File: src/rtl/wb_master_bridge.sv
// Single-outstanding Wishbone classic master: captures one core request,
// runs it on the bus with an optional timeout, and returns a one-cycle response.
module wb_master_bridge #(
    parameter int TIMEOUT = 16
) (
    input  logic        clk_i,
    input  logic        rst_i,
    input  logic        req_i,
    input  logic        we_i,
    input  logic [31:0] addr_i,
    input  logic [31:0] data_i,
    input  logic [3:0]  sel_i,
    output logic        gnt_o,
    output logic        valid_o,
    output logic [31:0] data_o,
    output logic        err_o,
    output logic        wb_cyc_o,
    output logic        wb_stb_o,
    output logic        wb_we_o,
    output logic [31:0] wb_adr_o,
    output logic [31:0] wb_dat_o,
    output logic [3:0]  wb_sel_o,
    input  logic [31:0] wb_dat_i,
    input  logic        wb_ack_i,
    input  logic        wb_err_i
);

    localparam int CW = (TIMEOUT < 1) ? 1 : $clog2(TIMEOUT + 1);
    localparam logic [CW-1:0] TMO_LAST = (TIMEOUT == 0) ? '0 : CW'(TIMEOUT - 1);

    typedef enum logic [1:0] {
        IDLE = 2'd0,
        BUS  = 2'd1,
        RESP = 2'd2
    } state_t;

    state_t state, next_state;

    logic          cap_we;
    logic [31:0]   cap_adr;
    logic [31:0]   cap_dat;
    logic [3:0]    cap_sel;
    logic [31:0]   resp_data;
    logic          resp_err;
    logic [CW-1:0] tmo_cnt;

    logic tmo_hit;
    logic bus_term;
    logic term_err;

    assign tmo_hit = (TIMEOUT != 0) && (tmo_cnt == TMO_LAST);

    always_ff @(posedge clk_i) begin
        if (rst_i) begin
            state <= IDLE;
        end else begin
            state <= next_state;
        end
    end

    // A timeout is reported exactly like a slave error; err also beats ack.
    always_comb begin
        next_state = state;
        gnt_o      = 1'b0;
        wb_cyc_o   = 1'b0;
        wb_stb_o   = 1'b0;
        wb_we_o    = 1'b0;
        valid_o    = 1'b0;
        bus_term   = 1'b0;
        term_err   = 1'b0;
        case (state)
            IDLE: begin
                gnt_o = !rst_i;
                if (req_i) begin
                    next_state = BUS;
                end
            end
            BUS: begin
                wb_cyc_o = 1'b1;
                wb_stb_o = 1'b1;
                wb_we_o  = cap_we;
                if (wb_err_i || (tmo_hit && !wb_ack_i)) begin
                    term_err = 1'b1;
                    bus_term = 1'b1;
                end else if (wb_ack_i) begin
                    bus_term = 1'b1;
                end
                if (bus_term) begin
                    next_state = RESP;
                end
            end
            RESP: begin
                valid_o    = 1'b1;
                next_state = IDLE;
            end
            default: begin
                next_state = IDLE;
            end
        endcase
    end

    // Request capture, timeout counting and response latching.
    always_ff @(posedge clk_i) begin
        if (rst_i) begin
            cap_we    <= 1'b0;
            cap_adr   <= '0;
            cap_dat   <= '0;
            cap_sel   <= '0;
            resp_data <= '0;
            resp_err  <= 1'b0;
            tmo_cnt   <= '0;
        end else if (state == IDLE && req_i) begin
            cap_we  <= we_i;
            cap_adr <= addr_i;
            cap_dat <= data_i;
            cap_sel <= sel_i;
            tmo_cnt <= '0;
        end else if (state == BUS) begin
            if (bus_term) begin
                resp_err  <= term_err;
                resp_data <= (term_err || cap_we) ? 32'd0 : wb_dat_i;
            end else begin
                tmo_cnt <= tmo_cnt + 1'b1;
            end
        end
    end

    assign wb_adr_o = cap_adr;
    assign wb_dat_o = cap_dat;
    assign wb_sel_o = cap_sel;
    assign data_o   = resp_data;
    assign err_o    = resp_err;

endmodule

File: config.mk
export PLATFORM = sky130hd
export DESIGN_NAME = wb_master_bridge
export DESIGN_NICKNAME = d
export VERILOG_FILES = /design/src/rtl/wb_master_bridge.sv
export SDC_FILE = /design/constraint.sdc
export NUM_CORES = 1
export LEC_CHECK = 0
export CAP_MARGIN = 20
export CORE_ASPECT_RATIO = 1.5
export CORE_UTILIZATION = 50
export CTS_CLUSTER_SIZE = 14
export DETAILED_ROUTE_END_ITERATION = 8
export DONT_BUFFER_PORTS = 1
export GPL_TIMING_DRIVEN = 0
export PLACE_DENSITY = 0.67
export SETUP_SLACK_MARGIN = 0.1
export SYNTH_ARGS = -nofsm -noshare
export SYNTH_HDL_FRONTEND = slang
export SYNTH_SLANG_ARGS = --single-unit
File: constraint.sdc
create_clock -name clk_i -period 3.3 [get_ports clk_i]
set_input_delay 0.66 -clock clk_i [delete_from_list [all_inputs] [get_ports clk_i]]
set_output_delay 0.66 -clock clk_i [all_outputs]
set_load 0.005 [all_outputs]
; After elaboration in Yosys (flattened, before gate mapping)
; Index checks and enable logic that the tools add are counted.
[word_totals]
reg_bits = 109
in_bits = 106
output_inout_bits = 106
word_cells = 41
[op_classes]
add_sub_neg = 1
eq_ne = 5
muxes = 14
n_bitwise = 2
reduce_logical = 11
[op_table]
columns = op, n
row1 = 2-to-1 mux 32 bit, 1
row2 = 2-to-1 mux 1 bit, 10
row3 = adder 5 x 1 -> 5 bit (second input constant), 1
row4 = == test 5 x 4 -> 1 bit (second input constant), 1
row5 = 2-to-1 mux 2 bit, 2
row6 = != test 2 bit (second input constant), 2
row7 = one-hot mux 2 bit (2 select lines), 1
row8 = AND reduction 2 bit, 2
row9 = AND reduction 3 bit, 1
row10 = == test 2 x 1 -> 1 bit (second input constant), 1
row11 = == test 2 bit (second input constant), 1
row12 = logical AND 1 bit, 2
row13 = logical NOT 1 bit, 2
row14 = logical NOT 2 bit, 1
row15 = logical OR 1 bit, 2
row16 = inverter 1 bit, 2
row17 = OR reduction 2 bit, 1

; Depth between registers and ports, before layout
[logic_depth]
word_depth = 8
mapped_depth = 8
mapped_depth_nobuf = 6

; Worst setup path before layout
; No wires, ideal clock.
[synth_path]
path_type = flip-flop to flip-flop
start = reg tmo_cnt[0]
end = reg tmo_cnt[3]
setup_ps = 67
arrival_ps = 1964
required_time_ps = 3233
setup_slack_ps = 1269
path_stages_with_launch = 8
n_path_buf = 1
path_cell_list = dfxtp_1 -> ha_1 -> and3_1 -> ha_1 -> or3_1 -> buf_2 -> or4_4 -> a21oi_2
[synth_via]
elab_chain_cells = 8
[synth_lines]
columns = item, line_no
row1 = from (decl), 45  ; logic [CW-1:0] tmo_cnt;
row2 = from (signal assigned), 123  ; tmo_cnt <= tmo_cnt + 1'b1;
row3 = == test 5 x 4 -> 1 bit, 51  ; assign tmo_hit = (TIMEOUT != 0) && (tmo_cnt == TMO_LAST);
row4 = logical AND 1 bit, 82  ; if (wb_err_i || (tmo_hit && !wb_ack_i)) begin
row5 = logical OR 1 bit, 82
row6 = 2-to-1 mux 1 bit, 82
row7 = 2-to-1 mux 1 bit (2 in a row), 71  ; case (state)
row8 = inverter 1 bit (no source line), n/a
row9 = AND reduction 2 bit (no source line), n/a
; Several ways; a longest one is shown, not always the timed one. The select of a mux whose other input is x is not followed.
; A chain may end at the register's enable or synchronous reset.

; Final worst setup path
[layout_path]
start = reg tmo_cnt[0]
end = reg resp_data[27], in the netlist data_o[27]
[layout_via]
elab_chain_cells = 7
[layout_lines]
columns = item, line_no
row1 = == test 5 x 4 -> 1 bit (*), 51
row2 = logical AND 1 bit (*), 82
row3 = logical OR 1 bit (*), 82
row4 = 2-to-1 mux 1 bit, 82
row5 = 2-to-1 mux 1 bit, 71
row6 = 2-to-1 mux 1 bit or logical OR 1 bit (tied branches), "71, 121"
row7 = AND reduction 3 bit (no source line) or 2-to-1 mux 32 bit (tied branches), n/a
row8 = to (signal assigned), 121  ; resp_data <= (term_err || cap_we) ? 32'd0 : wb_dat_i;
row9 = to (decl), 43  ; logic [31:0] resp_data;
; Every way passes the cells marked *; elsewhere a longest branch is shown, timed or not. The select of a mux whose other input is x is not followed.

==> results.sh <==
export IMPL_status="finished, final reports clean"
export IMPL_grt_pass1_vias=2786
export IMPL_cap_violations=0
export IMPL_dp_hpwl_um=6625
export IMPL_drive_gt1_share_pct=7.094
export IMPL_tightest_slew_ns=0.6613
export IMPL_path_max_fanout=10
export IMPL_yosysWarnings=0
export IMPL_pin_count=212
export IMPL_synth_edf_count=0
export IMPL_clk_pin_slew_ns=0.09
export IMPL_crit_type="flop to flop"
export IMPL_ff2ff_path_depth=8
export IMPL_htreeDepth=3
export IMPL_final_setup_tns_ns=0
export IMPL_syn_area_per_cell_um2=8.857
export IMPL_synthCells=420
export IMPL_hold_violations=0
export IMPL_timing_fmax_ghz=0.4595
export IMPL_critPathLaunchType="flop"
export IMPL_rrSetupSlack_ns=1.12
export IMPL_cts_made_buffers=9
export IMPL_grtUsageTotal_pct=22.20
export IMPL_synth_top_area_cell="dfxtp_1"
export IMPL_synthFlopType="dfxtp_1"
export IMPL_chipHeight_um=107.6
export IMPL_clock_sinks=109
export IMPL_ys_top_cells_by_area="dfxtp_1 (59%), nand2_1 (14%), a21oi_1 (10%)"
export IMPL_hold_buffers=0
export IMPL_worst_clock_skew_ns=0.004385
export IMPL_reg2reg_to="data_o[27]"
export IMPL_path_cells="ha_1 -> and3_1 -> ha_1 -> or3_1 -> buf_2 -> a21oi_2 -> buf_2 -> a22o_1"
export IMPL_syn_nets=528
export IMPL_grt_pass1_wl_um=13210
export IMPL_slowest_delay_ns=0.36
export IMPL_clock_insertion_delay_worst_skew_ns=0.36
export IMPL_grt_overflow=0
export IMPL_drv_slew=0
export IMPL_fp_dieW_um=72.43
export IMPL_worstSetupStartpoint="tmo_cnt[0]"
export IMPL_grt_max_degree=18
export IMPL_relSlewSlack_pct=55.82
export IMPL_nNetsFinal=540
export IMPL_layout_min_cycle_time_ns=2.176
export IMPL_ant_nets=0
export IMPL_core_area_mm2=0.007227
export IMPL_required_ns=3.61
export IMPL_synth_area_mm2=0.003720
export IMPL_rsz0062_at_grt="no"
export IMPL_drt_iter0_drc=130
export IMPL_r2r_start="tmo_cnt[0]"
export IMPL_crit_end="data_o[27]"
export IMPL_synth_top_area_share_pct=58.66
export IMPL_vdd_ir_drop_max_uv=287.8
export IMPL_ys_top_cells_by_count="nand2_1 (138), dfxtp_1 (109), a21oi_1 (74), a22o_1 (32), clkbuf_1 (21)"
export IMPL_cts_resized=0
export IMPL_cts_setup_buffers=0
export IMPL_drc=0
export IMPL_antenna_cells=0
export IMPL_ys_seq_elements=109
export IMPL_gp_congestion=0.8106
export IMPL_cts_tree="built"
export IMPL_hold_path_startpoint="wb_dat_i[18]"
export IMPL_wl_um=8779
export IMPL_vias=2927
export IMPL_yosysMostFrequentCell="nand2_1"
export IMPL_synthToLayoutAreaGrowth_pct=8.611
export IMPL_cts_root_buffer="clkbuf_8"
export IMPL_clock_path_buffers=2
export IMPL_placedCellCount=520
export IMPL_cpMaxStageDelayCell="or3_1"
export IMPL_wl_per_cell_um=16.35
export IMPL_worstHoldPathType="input port to flop"
export IMPL_power_density_mw_per_mm2=590.6
export IMPL_vias_per_cell=5.451
export IMPL_antenna_found_initial=0
export IMPL_setup_viol=0
export IMPL_first_pass_iters=5
export IMPL_p_leak_nw=1.526
export IMPL_synth_cell_types=28
export IMPL_post_route_period_util_pct=65.95
export IMPL_yosysSeqAreaShare_pct=58.66
export IMPL_dieArea_mm2=0.007796
export IMPL_arrival_ns=2.49
export IMPL_finalNonFillerCells=537
export IMPL_io_buffers=0
export IMPL_end_kind="flop"
export IMPL_synthArstFlopShare_pct=0
export IMPL_rows=38
export IMPL_initial_core_util_pct=51.47
[sequential cells by signal, summed over array words and instances (netlist names)]
name	flops
cap_we	1
data_o	32
err_o	1
state	2
tmo_cnt	5
wb_adr_o	32
wb_dat_o	32
wb_sel_o	4
[logic make-up (layout without fill, tap and decap cells)]
family,Yosys count,after routing,synth area share (%)
simple gates,159,159,17.52
compound gates,115,115,19.17
flops,109,109,58.66
fa+ha+maj,2,2,0.6726
buf+inv,35,52,3.969
[stage by stage]
stage	utilization [%]	hold slack [ns]	cell area [um^2]	total power, mW	setup slack, ns
final	55.90	0.4161	4040	2.386	1.124
after global routing	55.90	0.3873	4040	2.498	0.9434
after CTS	55.83	0.3944	4035	2.411	1.115
after detailed placement	53.20	0.4668	3845	1.642	0.9775
after floorplan	-	0.4407	3720	1.586	1.269
after global placement	53.20	0.4544	3845	1.634	0.9436
[where the power goes]
part           internal (mW)  total, mW  leakage (nW)  switching, mW
Clock                  0.352      0.778         0.100          0.426
Combinational         0.0600      0.178         0.536          0.118
Sequential              1.38       1.43         0.890         0.0516
Total                   1.79       2.39          1.53          0.596
[layer usage]
metal,up-vias,track usage [%],wire [um]
li1,1436,-,-
met3,18,10.39,1057
met4,0,10.22,188
met5,-,0,0
met1,1319,21.02,3061
met2,154,39.65,4472
[worst min path at each step]
| stage | end | slack, ns | cells past startpoint |
|---|---|---|---|
| 3_3_place_gp | cap_we | 0.45 | 2 |
| 3_5_place_dp | cap_we | 0.47 | 2 |
| 4_1_cts | data_o[18] | 0.39 | 1 |
| 6_report | data_o[18] | 0.42 | 1 |
| 2_1_floorplan | cap_we | 0.44 | 2 |
| 5_1_grt | wb_dat_o[9] | 0.39 | 2 |
[final cells by class]
cell class | instances | area, um^2
timing repair buffer | 1 | 5.005
tap | 100 | 125.1
fill | 704 | 3187
clock buffer | 10 | 127.6
inverter | 3 | 11.26
sequential | 109 | 2182
buffer | 32 | 136.4
multi-input combinational | 276 | 1390
clock inverter | 6 | 62.56
[layout by cell type, fill, tap and decap left out, types with 4 or more instances in the layout]
master	count
a21oi_1	74
clkbuf_1	22
clkbuf_8	9
dfxtp_1	109
buf_2	10
o21ai_0	4
nand2_1	138
a22o_1	32
[worst max-delay path, delay by kind of cell (launching register included)]
family / cells / cell delay, ns
flip-flops: 1 / 0.34
adder cells (fa/ha/maj): 2 / 0.41
AND/OR/NAND/NOR: 2 / 0.54
AO/OA/AOI/OAI: 2 / 0.40
buffers and inverters: 2 / 0.42
Power figures use the tool's default switching activity.
